==> src/rtl/fpu_cmd_sequencer.sv <==
// Queues FPU requests and runs them one at a time over exec/done strobes, returning result+tag.
// Accept-to-exec 2 cycles, done-to-response 1 cycle; req_ready_o drops when the FIFO is full.
module fpu_cmd_sequencer #(
    parameter int FIFO_DEPTH     = 4,
    parameter int TIMEOUT_CYCLES = 64
) (
    input  logic        clk,
    input  logic        reset_n_i,
    input  logic        req_valid_i,
    output logic        req_ready_o,
    input  logic [1:0]  req_op_i,
    input  logic [31:0] req_a_i,
    input  logic [31:0] req_b_i,
    input  logic [3:0]  req_tag_i,
    output logic [1:0]  fpu_op_o,
    output logic [31:0] fpu_a_value_o,
    output logic [31:0] fpu_b_value_o,
    output logic        fpu_exec_strobe_o,
    input  logic [31:0] fpu_z_value_i,
    input  logic        fpu_done_strobe_i,
    output logic        rsp_valid_o,
    input  logic        rsp_ready_i,
    output logic [31:0] rsp_z_o,
    output logic [3:0]  rsp_tag_o,
    output logic        rsp_timeout_o,
    output logic        busy_o
);
    localparam int AW = (FIFO_DEPTH > 1) ? $clog2(FIFO_DEPTH) : 1;
    localparam int CW = (TIMEOUT_CYCLES > 1) ? $clog2(TIMEOUT_CYCLES) : 1;
    localparam logic [CW-1:0] CNT_LAST = CW'(TIMEOUT_CYCLES - 1);
    localparam logic [AW:0]   CNT_FULL = (AW + 1)'(FIFO_DEPTH);

    typedef struct packed {
        logic [1:0]  op;
        logic [31:0] a;
        logic [31:0] b;
        logic [3:0]  tag;
    } req_t;

    typedef enum logic [1:0] {
        IDLE  = 2'd0,
        ISSUE = 2'd1,
        WAIT  = 2'd2,
        RESP  = 2'd3
    } state_t;

    req_t          mem_q [FIFO_DEPTH];
    logic [AW-1:0] wr_ptr_q, wr_ptr_d;
    logic [AW-1:0] rd_ptr_q, rd_ptr_d;
    logic [AW:0]   count_q, count_d;
    logic          fifo_full, fifo_empty, push, pop;
    req_t          head;

    state_t        state_q;
    logic [CW-1:0] cnt_q;
    logic [1:0]    op_q;
    logic [31:0]   a_q, b_q, z_q;
    logic [3:0]    tag_q;
    logic          exec_q, vld_q, tmo_q;

    assign fifo_full   = (count_q == CNT_FULL);
    assign fifo_empty  = (count_q == '0);
    assign req_ready_o = !fifo_full;
    assign push        = req_valid_i && !fifo_full;
    assign pop         = (state_q == IDLE) && !fifo_empty;
    assign head        = mem_q[rd_ptr_q];

    always_comb begin
        wr_ptr_d = wr_ptr_q;
        rd_ptr_d = rd_ptr_q;
        count_d  = count_q;
        if (push) wr_ptr_d = wr_ptr_q + 1'b1;
        if (pop)  rd_ptr_d = rd_ptr_q + 1'b1;
        case ({push, pop})
            2'b10:   count_d = count_q + 1'b1;
            2'b01:   count_d = count_q - 1'b1;
            default: count_d = count_q;
        endcase
    end

    always_ff @(posedge clk or negedge reset_n_i) begin
        if (!reset_n_i) begin
            wr_ptr_q <= '0;
            rd_ptr_q <= '0;
            count_q  <= '0;
        end else begin
            wr_ptr_q <= wr_ptr_d;
            rd_ptr_q <= rd_ptr_d;
            count_q  <= count_d;
        end
    end

    // Storage needs no reset: an entry is only read after it has been written.
    always_ff @(posedge clk) begin
        if (push) mem_q[wr_ptr_q] <= '{op: req_op_i, a: req_a_i, b: req_b_i, tag: req_tag_i};
    end

    always_ff @(posedge clk or negedge reset_n_i) begin
        if (!reset_n_i) begin
            state_q <= IDLE;
            cnt_q   <= '0;
            op_q    <= '0;
            a_q     <= '0;
            b_q     <= '0;
            tag_q   <= '0;
            z_q     <= '0;
            exec_q  <= 1'b0;
            vld_q   <= 1'b0;
            tmo_q   <= 1'b0;
        end else begin
            exec_q <= 1'b0;
            case (state_q)
                IDLE: begin
                    if (!fifo_empty) begin
                        op_q    <= head.op;
                        a_q     <= head.a;
                        b_q     <= head.b;
                        tag_q   <= head.tag;
                        exec_q  <= 1'b1;
                        state_q <= ISSUE;
                    end
                end
                ISSUE: begin
                    cnt_q   <= '0;
                    state_q <= WAIT;
                end
                WAIT: begin
                    // Done is checked first so a completion on the last count is not lost.
                    if (fpu_done_strobe_i) begin
                        z_q     <= fpu_z_value_i;
                        tmo_q   <= 1'b0;
                        vld_q   <= 1'b1;
                        state_q <= RESP;
                    end else if (cnt_q == CNT_LAST) begin
                        z_q     <= '0;
                        tmo_q   <= 1'b1;
                        vld_q   <= 1'b1;
                        state_q <= RESP;
                    end else begin
                        cnt_q <= cnt_q + 1'b1;
                    end
                end
                RESP: begin
                    if (rsp_ready_i) begin
                        vld_q   <= 1'b0;
                        state_q <= IDLE;
                    end
                end
                default: state_q <= IDLE;
            endcase
        end
    end

    assign fpu_op_o          = op_q;
    assign fpu_a_value_o     = a_q;
    assign fpu_b_value_o     = b_q;
    assign fpu_exec_strobe_o = exec_q;
    assign rsp_valid_o       = vld_q;
    assign rsp_z_o           = z_q;
    assign rsp_tag_o         = tag_q;
    assign rsp_timeout_o     = tmo_q;
    assign busy_o            = (state_q != IDLE) || !fifo_empty;
endmodule
==> config.mk <==
export PLATFORM = sky130hd
export DESIGN_NAME = fpu_cmd_sequencer
export DESIGN_NICKNAME = d
export VERILOG_FILES = /design/src/rtl/fpu_cmd_sequencer.sv
export SDC_FILE = /design/constraint.sdc
export NUM_CORES = 1
export LEC_CHECK = 0
export BUFFER_PORTS_ARGS = -buffer_cell sky130_fd_sc_hd__buf_2
export CAP_MARGIN = 20
export CORE_MARGIN = 2
export CORE_UTILIZATION = 45
export DETAILED_ROUTE_END_ITERATION = 10
export PLACE_DENSITY = 0.8
export SLEW_MARGIN = 10
export SYNTH_ARGS = -nofsm -noshare
export SYNTH_HDL_FRONTEND = slang
export SYNTH_SLANG_ARGS = --single-unit
export TNS_END_PERCENT = 10
==> constraint.sdc <==
create_clock -name clk -period 3 [get_ports clk]
set_input_delay 0.6 -clock clk [delete_from_list [all_inputs] [get_ports clk]]
set_output_delay 0.6 -clock clk [all_outputs]
set_load 0.01 [all_outputs]
==> impl_metrics.py <==
metrics = {
    "floorplanning": {
        "initial_utilization": 0.456,
        "dieWidth_um": 186,
        "boundaryPins": 214,
        "core_area_mm2": 0.0325,
        "placementRows": 66,
        "fp.dieArea_mm2": 0.0345,
        "chipHeight_um": 186,
    },
    "synth": {
        "synth-warning-count": 0,
        "synth_seq_cells": 400,
        "mapped_avg_cell_area_um2": 17.9,
        "yosys.area.top_type_share": 0.566,
        "synth_largest_area_cell": "edfxtp_1",
        "synth_sequential_area_ratio": 0.769,
        "syn_area_mm2": 0.0148,
        "yosys-mux-area-fraction": 0.109,
        "yosys.area_share.xor_xnor": 0.00413,
        "cells_after_synthesis": 831,
        "synth-async-reset-ratio": 0.300,
        "synth_edf_count": 280,
        "synth_adder_area_share": 0.0106,
        "postSynth.topFlopCell": "edfxtp_1",
        "synth-compound-area-share": 0.0294,
        "synth_area_leaders": "edfxtp_1 57%, dfrtp_1 20%, mux4_2 11%, nand2_1 5.4%, a22o_1 1.9%",
        "netlist-cell-type-count": 41,
        "yosys.area_share.simple": 0.0641,
        "largest_family_of_logic_cells_by_synthesized_area": "multiplexers",
        "synth_nets": 950,
    },
    "grt": {
        "maximum_number_of_pins_on_one_net_before_global_route_repair": 73,
        "antenna_violations_before_repair": 6,
        "grt_util_all_layers": 0.176,
        "via_count_of_the_first_global_routing_pass": 8448,
        "grt_pass1_wl_mm": 46.5,
        "grt_overflow": 0,
    },
    "timing": {
        "setup-tns-final_ns": 0,
        "timing_hold_violations_final": 0,
        "slew_of_the_pin_with_the_lowest_slew_margin_ns": 0.978,
        "fin_worst_skew_ns": 0.0152,
        "slew-limit-headroom": 0.348,
        "grt_setup_unrepaired": "false",
        "max_clock_freq_ghz": 0.397,
        "finalWorstSetupSlack_ns": 0.484,
        "time_the_final_worst_path_needs_with_i_o_delays_and_setup_ns": 2.52,
        "slew_violations": 0,
        "final.period_utilization": 0.839,
        "timing.hold.ws_ns": 0.287,
        "setup_violations": 0,
    },
    "layout": {
        "layout.cells.most_common_list": "280 x edfxtp_1, 215 x nand2_1, 212 x buf_2",
        "filler_cell_count": 2552,
        "post_route_cells_drive_above_1_share": 0.337,
        "area_growth_syn_to_layout_pct": 20.2,
        "nets": 1183,
        "mostFrequentLayoutCell": "edfxtp_1",
    },
    "place": {
        "finalWeightedCongestion": 0.754,
        "preCtsSetupSlack_ns": 0.866,
        "number_of_i_o_port_buffers": 213,
        "detailedPlacementHpwl_mm": 17.8,
    },
    "setup_path": {
        "critPathRequiredTime_ns": 2.40,
        "critical_path_class": "reg -> out",
        "endpoint_kind": "output port",
        "r2r_end": "count_q[2]",
        "crit_fanout": 4,
        "timing.critical_path.arrival_ns": 1.92,
        "r2r_start": "count_q[0]",
        "reg2regPathDepth": 9,
        "r2r_slack_ns": 0.87,
        "critPathLaunchType": "flip-flop",
    },
    "cts": {
        "post_cts_buffers": 0,
        "numClockSinks": 400,
        "holdBufCountCts": 1,
        "clkTransAtPathRegs_ns": 0.06,
        "skew_pair_late_insertion_delay_ns": 0.52,
        "cts_tree": "yes",
        "cts_max_path_buffers": 3,
        "cts_root_buffer": "clkbuf_16",
        "cts-buffers-inserted": 41,
        "ctsResizeCount": 0,
        "htreeDepth": 2,
    },
    "detailed_routing": {
        "antenna_violating_nets_post_route": 0,
        "vias_per_cell": 5.21,
        "dr.pass1.iters": 6,
        "wl_per_cell_um": 19.5,
        "routed_wirelength_mm": 30.1,
        "route.detailed.drc": 0,
        "vias": 8043,
        "first_iter_violations": 420,
    },
    "status": {
        "run_status": "finished, final reports clean",
    },
    "min_path": {
        "hold_class": "in -> reg",
        "timing.hold.worst_path_depth": 1,
        "hold_path_startpoint": "req_b_i[6]",
        "min_to": "mem_q[2][10]",
    },
    "power": {
        "peakVddDrop_uv": 721,
        "powerDensity_mw_per_mm2": 1040,
        "power_leakage_nw": 7.14,
    },
    "job": {
        "drv.max_cap_violation_count": 0,
    },
}
[area by class of cell]
type,count,area (um2),area share
inverters,9,33.8,0.00189
repair buffers,229,1290,0.0726
diodes,5,12.5,0.000701
well taps,442,553,0.0310
clock buffers,63,1160,0.0650
multi-input cells,383,3260,0.183
clock inverters,13,114,0.00638
flip-flops and latches,400,11400,0.640
[how the worst max path moves through the flow]
stage	from	to	slack [ns]
after floorplan	count_q[0]	mem_q[0][0]	0.16
after global placement	state_q[0]	rd_ptr_q[1]	0.92
after detailed placement	state_q[0]	rd_ptr_q[1]	0.87
after CTS	state_q[0]	busy_o	0.45
after global routing	state_q[0]	busy_o	0.41
final	state_q[0]	busy_o	0.48
[metrics by stage]
step | util | total power, mW | cells | area (um2)
2_1_floorplan | - | 11.9 | 831 | 14800
3_3_place_gp | 0.509 | 13.7 | 1462 | 16500
3_5_place_dp | 0.509 | 14.0 | 1462 | 16500
4_1_cts | 0.548 | 18.8 | 1539 | 17800
5_1_grt | 0.548 | 19.6 | 1542 | 17800
6_report | 0.548 | 18.5 | 1544 | 17800
[flip-flops by register name, summed over array words and instances, names as in the netlist, 2 cells and up]
| register | count |
|---|---|
| fpu_op_o | 2 |
| mem_q | 280 |
| wr_ptr_q | 2 |
| rd_ptr_q | 2 |
| count_q | 3 |
| state_q | 2 |
| fpu_b_value_o | 32 |
| fpu_a_value_o | 32 |
| rsp_tag_o | 4 |
| rsp_z_o | 32 |
| cnt_q | 6 |
[worst max-delay path: stages (launching register included)]
cell and delay [ns]:
dfrtp_1 0.41, inv_1 0.12, ha_1 0.23, or4b_4 0.49, buf_2 0.16
[layer usage]
layer  share of wire  track usage  vias to the layer above
li1                -            -                     3603
met1            0.43        0.234                     4143
met2            0.49        0.295                      248
met3           0.064       0.0425                       49
met4           0.021       0.0469                        0
met5               0            0                        -
[power by group]
group / internal, mW / leakage [nW] / switching (mW)
Clock: 2.77 / 0.615 / 1.98
Sequential: 7.55 / 4.06 / 0.728
Combinational: 2.39 / 2.47 / 3.08
Total: 12.7 / 7.14 / 5.79
[kinds of logic (layout without fill, tap and decap cells)]
kind of cell,count (synthesis),in the layout
AOI/OAI and AO/OA,50,50
muxes,74,74
other,0,5
adders and majority gates,12,12
buffers and inverters,48,314
xor gates and xnor gates,7,7
DFF,400,400
and+or+nand+nor,240,240
[cell usage after synthesis, types with 2 or more instances]
| cell type | instances |
|---|---|
| edfxtp_1 | 280 |
| nand3_1 | 2 |
| mux2_2 | 3 |
| and3_1 | 5 |
| a22o_1 | 33 |
| and2_1 | 2 |
| xnor2_1 | 5 |
| nand2_1 | 215 |
| buf_2 | 13 |
| clkbuf_1 | 20 |
| a21oi_1 | 4 |
| nor2_1 | 8 |
| ha_1 | 11 |
| dfrtp_1 | 120 |
| nor3_1 | 2 |
| mux4_2 | 70 |
| buf_1 | 5 |
| nor3b_1 | 2 |
| inv_1 | 8 |
| xor2_1 | 2 |
(Power assumes the default switching activity.)
